[src/rtl/r5_pkg.sv]
// Shared constants and types for the radix-5 FFT front end.
package r5_pkg;

  localparam int NPTS    = 5;
  localparam int FP_W    = 32;
  localparam int EXP_MSB = 30;
  localparam int EXP_LSB = 23;
  localparam logic [7:0] EXP_INF = 8'hFF;

  localparam logic [2:0] LAST_IDX = 3'(NPTS - 1);

  typedef struct packed {
    logic [FP_W-1:0] re;
    logic [FP_W-1:0] img;
  } cplx_t;

  typedef enum logic {
    ST_FILL = 1'b0,
    ST_FULL = 1'b1
  } coll_state_e;

endpackage

[src/rtl/fp_pow2_scale.sv]
// Combinational power-of-two down-scale of one IEEE-754 single by exponent
// subtract. Results that would become denormal are flushed to signed zero.
module fp_pow2_scale
  import r5_pkg::*;
#(
  parameter int unsigned SHIFT = 4
) (
  input  logic [FP_W-1:0] val_i,
  output logic [FP_W-1:0] val_o,
  output logic            uflow_o
);

  localparam logic [7:0] SHIFT_E = 8'(SHIFT);

  logic [7:0] exp_w;
  assign exp_w = val_i[EXP_MSB:EXP_LSB];

  // Inf/NaN pass through; zero/denormal become signed zero without flagging;
  // exponents that cannot absorb the shift flush to signed zero and flag it.
  always_comb begin
    val_o   = val_i;
    uflow_o = 1'b0;
    if (exp_w != EXP_INF) begin
      if (exp_w == 8'd0) begin
        val_o = {val_i[FP_W-1], {(FP_W-1){1'b0}}};
      end else if (exp_w <= SHIFT_E) begin
        val_o   = {val_i[FP_W-1], {(FP_W-1){1'b0}}};
        uflow_o = 1'b1;
      end else begin
        val_o[EXP_MSB:EXP_LSB] = exp_w - SHIFT_E;
      end
    end
  end

endmodule

[src/rtl/r5_input_gather.sv]
// Radix-5 FFT input gather: scales each incoming complex sample, collects
// five of them, then hands the frame to a decoupling output register.
//
// state   | meaning
// --------+-----------------------------------------------------------------
// ST_FILL | collecting lanes idx 0..4, input accepted
// ST_FULL | all five lanes written, output register busy, input stalled
module r5_input_gather
  import r5_pkg::*;
#(
  parameter int unsigned SHIFT = 4
) (
  input  logic                 clk,
  input  logic                 rst_n,
  input  logic                 clr,
  input  logic                 in_valid,
  output logic                 in_ready,
  input  logic [FP_W-1:0]      in_re,
  input  logic [FP_W-1:0]      in_img,
  output logic                 out_valid,
  input  logic                 out_ready,
  output logic [NPTS*FP_W-1:0] out_re,
  output logic [NPTS*FP_W-1:0] out_img,
  output logic                 out_uflow
);

  coll_state_e state_q, state_d;
  logic [2:0]  idx_q, idx_d;
  cplx_t       coll_q [NPTS];
  cplx_t       coll_d [NPTS];
  cplx_t       obank_q [NPTS];
  logic        coll_uf_q, coll_uf_d;
  logic        out_valid_q, out_valid_d;
  logic        out_uflow_q, out_uflow_d;

  cplx_t       scaled;
  logic        uf_re, uf_img, s_uf;
  logic        accept, last, out_free, uf_acc, xfer;

  fp_pow2_scale #(.SHIFT(SHIFT)) u_scale_re (
    .val_i   (in_re),
    .val_o   (scaled.re),
    .uflow_o (uf_re)
  );

  fp_pow2_scale #(.SHIFT(SHIFT)) u_scale_img (
    .val_i   (in_img),
    .val_o   (scaled.img),
    .uflow_o (uf_img)
  );

  assign s_uf     = uf_re | uf_img;
  assign in_ready = (state_q == ST_FILL);
  assign accept   = in_valid && in_ready;
  assign last     = accept && (idx_q == LAST_IDX);
  assign out_free = !out_valid_q || out_ready;
  // The underflow flag restarts with the first lane of every frame.
  assign uf_acc   = ((idx_q == 3'd0) ? 1'b0 : coll_uf_q) | s_uf;

  // Next-state: lane write, index wrap, FILL/FULL, transfer and drain; clr wins.
  always_comb begin
    state_d     = state_q;
    idx_d       = idx_q;
    coll_d      = coll_q;
    coll_uf_d   = coll_uf_q;
    out_valid_d = out_valid_q;
    out_uflow_d = out_uflow_q;
    xfer        = 1'b0;

    if (accept) begin
      for (int k = 0; k < NPTS; k++) begin
        if (idx_q == 3'(k)) coll_d[k] = scaled;
      end
      coll_uf_d = uf_acc;
      idx_d     = last ? 3'd0 : idx_q + 3'd1;
    end

    xfer = (last || (state_q == ST_FULL)) && out_free;

    if (last && !out_free) begin
      state_d = ST_FULL;
    end else if (xfer) begin
      state_d = ST_FILL;
    end

    if (xfer) begin
      out_valid_d = 1'b1;
      out_uflow_d = coll_uf_d;
    end else if (out_ready) begin
      out_valid_d = 1'b0;
      out_uflow_d = 1'b0;
    end

    if (clr) begin
      state_d     = ST_FILL;
      idx_d       = 3'd0;
      out_valid_d = 1'b0;
      out_uflow_d = 1'b0;
      xfer        = 1'b0;
    end
  end

  // Control and handshake registers.
  always_ff @(posedge clk or negedge rst_n) begin
    if (!rst_n) begin
      state_q     <= ST_FILL;
      idx_q       <= 3'd0;
      coll_uf_q   <= 1'b0;
      out_valid_q <= 1'b0;
      out_uflow_q <= 1'b0;
    end else begin
      state_q     <= state_d;
      idx_q       <= idx_d;
      coll_uf_q   <= coll_uf_d;
      out_valid_q <= out_valid_d;
      out_uflow_q <= out_uflow_d;
    end
  end

  // Collect bank and output frame register; clr leaves data stale on purpose.
  always_ff @(posedge clk or negedge rst_n) begin
    if (!rst_n) begin
      for (int k = 0; k < NPTS; k++) begin
        coll_q[k]  <= '0;
        obank_q[k] <= '0;
      end
    end else begin
      coll_q <= coll_d;
      if (xfer) obank_q <= coll_d;
    end
  end

  // Flatten the output frame into lanes, lane 0 in the low bits.
  always_comb begin
    out_re  = '0;
    out_img = '0;
    for (int k = 0; k < NPTS; k++) begin
      out_re[k*FP_W +: FP_W]  = obank_q[k].re;
      out_img[k*FP_W +: FP_W] = obank_q[k].img;
    end
  end

  assign out_valid = out_valid_q;
  assign out_uflow = out_uflow_q;

endmodule

[config.mk]
export PLATFORM = sky130hd
export DESIGN_NAME = r5_input_gather
export DESIGN_NICKNAME = d
export VERILOG_FILES = /design/src/rtl/r5_pkg.sv /design/src/rtl/fp_pow2_scale.sv /design/src/rtl/r5_input_gather.sv
export SDC_FILE = /design/constraint.sdc
export NUM_CORES = 1
export LEC_CHECK = 0
export CAP_MARGIN = 20
export CELL_PAD_IN_SITES_DETAIL_PLACEMENT = 0
export CELL_PAD_IN_SITES_GLOBAL_PLACEMENT = 1
export CORE_ASPECT_RATIO = 2
export CORE_MARGIN = 8
export CORE_UTILIZATION = 25
export DETAILED_ROUTE_END_ITERATION = 8
export HOLD_SLACK_MARGIN = 0.08
export PLACE_DENSITY = 0.5
export SLEW_MARGIN = 20
export SYNTH_ARGS = -nofsm -noshare
export SYNTH_HDL_FRONTEND = slang
export SYNTH_SLANG_ARGS = --single-unit
[constraint.sdc]
create_clock -name clk -period 2.3 [get_ports clk]
set_input_delay 0.345 -clock clk [delete_from_list [all_inputs] [get_ports clk]]
set_output_delay 0.345 -clock clk [all_outputs]
set_load 0.01 [all_outputs]
==> results.md, run 1 <==
* I/O Buffers at 391
* CTS Buf Count at 60
* Unique cell type count in the Yosys netlist at 47
* HPWL Detailed at 55100 µm
* Area of the core at 95900 µm²
* Clk root buf: clkbuf_16
* DRT Pass-1 Iters at 4
* Die width at 235 µm
* Post-CTS Hold Fix Bufs at 1
* Number of synthesis warnings at 0
* CTS Buffer Depth at 3
* Post-Syn Nets at 2190
* Mapped Cells at 2108
* Layout area overhead at 36.5%
* Number of I/O pins at 392
* CTS Sinks at 647
* Worst-path clk slew at 0.07 ns
* Synthesized area per cell at 11.4 µm²
* DRT iter0 DRCs at 1022
* Class of the worst hold path: primary input to async pin
* Fillers at 9648
* CTS H-Tree Depth at 2
* VDD IR max at 0.604 mV
* Element type at the critical path end: primary output
* Post-CTS sizing at 0
* Cell area after synthesis at 24100 µm²
* DRC viols at 0
* Net Sw Power at 6.88 mW
* Post-CTS Repair Setup Buffers at 0
* Fin. Hold Viols at 0
* CTS tree: built
* Fin. max-slew vios at 0
* Top post-synthesis cells by count: 647 x dfrtp_1, 522 x nand2_1, 451 x o21ai_0, 140 x mux2_2, 64 x clkbuf_1
* Post-synthesis sequential element count at 647
* Clock Latency Late Sink at 0.64 ns
* Largest net degree at the start of global routing at 95
* Startpoint types: flop
* Final setup vio count at 0
* R2r setup slk at 0.25 ns
* Die height at 455 µm
* Nets at 2691
* Layout cells sized above 1 at 18.0%
* Starting Density at 25.1%
* Most frequent cell after synthesis: dfrtp_1
* CP Data Required Time at 1.96 ns
* Yosys top cell area share at 67.2%
* Actual slew at the worst max-slew pin at 0.542 ns
* Dominant cells by area after synthesis: dfrtp_1 67%, o21ai_0 9.4%, nand2_1 8.1%
* Setup total negative slack at 0 ns
* Via count at 16900
* Pint at 20.3 mW
* Vias per std cell at 4.35
* Crit-path max FO at 4
* Detail Route Antenna Nets at 0
* Seq pwr share at 49.1%
* Clock skew at 0.0211 ns
* Max Cap Viol at 0
* Worst R2R Path Depth at 7
* Wire per inst at 20.0 µm
* Number of global-route vias before repair at 17300
* Final Wtd Congestion at 0.765
* First-pass GRT wire length at 119000 µm
* Min Tclk post-route at 2.18 ns
* Die area at 107000 µm²
* Fmax at 459 MHz
* Status: finished clean
* Total Wirelength at 77400 µm
* Worst Path Arrival at 1.83 ns
* Total gr overflow at 0
* RR Startpoint: idx_q[0]$_DFFE_PN0P_
* Clock network power share at 39.1%
* Synth Flop Type: dfrtp_1
* Tot GR Track Use at 14.4%
* Post-synth EDFFs at 0
* RSZ-0062 raised after global routing: false
* Reg-to-Reg End: out_img[87]$_DFFE_PN0P_
* # rows at 161
* Cell taking the most area after synthesis: dfrtp_1
* FFs w/ async S/R, synth at 100%
* Worst slew margin at 63.5%
* Combinational Power Share at 11.8%
* Switching Fraction at 25.3%
* WS Path Type: flop to primary output
* Initial antenna violation count at 3
* Fin crit share at 94.7%
* Sequential area share after synthesis at 67.2%
* PD cells at 828 nW/µm²
* Tot Pwr at 27.2 mW
* Lkg Pwr at 14.9 nW
cell families (layout without fill, tap and decap cells):
group	Yosys count	count (layout)	synth area share (%)
buffers and inverters	147	693	2.91
multiplexers	142	142	6.63
AND/OR/NAND/NOR	592	592	9.76
adder cells (fa/ha/maj)	13	13	0.675
XOR/XNOR	4	4	0.145
other	0	1	0
flip-flops	647	647	67.2
AO/OA/AOI/OAI	563	563	12.6
registers in the layout, summed over array words and instances, names as in the netlist:
register / flops
coll_q: 320
out_img: 160
out_re: 160
idx_q: 3
coll_uf_q: 1
out_uflow: 1
out_valid: 1
state_q: 1
routing by layer:
layer / vias up / part of all wire [%] / GRT usage, %
li1: 8160 / - / -
met1: 8150 / 55 / 23.0
met2: 478 / 38 / 19.0
met3: 74 / 6.1 / 3.71
met4: 2 / 1.6 / 2.86
met5: - / 0.017 / 0
area by class of cell:
cell class              instances  area, µm²  area share [%]
diodes                          1       2.50         0.00761
clock buffers                  88       1780            5.41
clock inverters                19        312           0.948
inverters                       9       33.8           0.103
multi-input cells            1314       7250            22.0
flip-flops and latches        647      16200            49.3
well taps                    1222       1530            4.65
repair buffers                577       5780            17.6
worst max-delay path, cell delays in order (launching register included):
cell	delay (ns)
dfrtp_1	0.47
inv_1	0.11
clkdlybuf4s50_1	0.63
stage by stage:
stage / utilization [%] / worst slack (ns) / hold WS (ns) / cells / area (µm²)
6_report: 34.3 / 0.122 / 0.210 / 3877 / 32900
4_1_cts: 34.3 / 0.0562 / 0.178 / 3876 / 32900
3_5_place_dp: 32.1 / -0.437 / 0.305 / 3768 / 30800
2_1_floorplan: - / 0.344 / 0.0494 / 2108 / 24100
5_1_grt: 34.3 / 0.0105 / 0.207 / 3876 / 32900
3_3_place_gp: 32.1 / -0.372 / 0.300 / 3768 / 30800
placed cells by master, fill, tap and decap left out, types with 5 or more instances in the layout:
cell / instances
and2_1: 5
o21ai_1: 32
clkbuf_8: 17
buf_4: 148
clkdlybuf4s50_1: 390
buf_12: 37
o21ai_0: 451
dfrtp_1: 647
inv_1: 9
clkbuf_1: 11
a21oi_1: 21
bufinv_16: 7
a31oi_1: 10
nand2_1: 518
mux2_2: 140
nor2_1: 28
o21ai_2: 32
clkbuf_16: 60
ha_1: 13
nand3_1: 9
clkinv_2: 7
worst max-delay path by stage:
stage / start / to / slack [ns] / cells after the start
4_1_cts: state_q$_DFFE_PN0P_ / in_ready / 0.06 / 2
3_5_place_dp: in_re[25] / out_re[108]$_DFFE_PN0P_ / -0.44 / 10
2_1_floorplan: idx_q[0]$_DFFE_PN0P_ / out_img[100]$_DFFE_PN0P_ / 0.34 / 7
5_1_grt: idx_q[0]$_DFFE_PN0P_ / out_re[80]$_DFFE_PN0P_ / 0.01 / 7
6_report: state_q$_DFFE_PN0P_ / in_ready / 0.12 / 2
3_3_place_gp: in_img[26] / out_img[98]$_DFFE_PN0P_ / -0.37 / 9
power by group through the flow:
| stage | clock [mW] | combinational, mW | sequential [mW] |
|---|---|---|---|
| after floorplan | 0 | 1.50 | 13.5 |
| after global placement | 0 | 3.22 | 13.6 |
| after detailed placement | 0 | 3.28 | 13.6 |
| after CTS | 11.1 | 3.29 | 13.4 |
| after global routing | 11.5 | 3.71 | 13.5 |
| final | 10.6 | 3.21 | 13.4 |
No activity file was read; power rests on OpenSTA's default activity.
==> run 2: changes to the inputs <==
--- a/config.mk
+++ b/config.mk
@@ -14,6 +14,7 @@
 export DETAILED_ROUTE_END_ITERATION = 8
 export HOLD_SLACK_MARGIN = 0.08
 export PLACE_DENSITY = 0.5
+export SKIP_CTS_REPAIR_TIMING = 1
 export SLEW_MARGIN = 20
 export SYNTH_ARGS = -nofsm -noshare
 export SYNTH_HDL_FRONTEND = slang
==> results of run 2 <==
Final layout, timing and power as in run 1 (identical DEF).
Main changes from that run: met2 usage 19.0% -> 18.9%; met3 usage 3.71% -> 3.72%
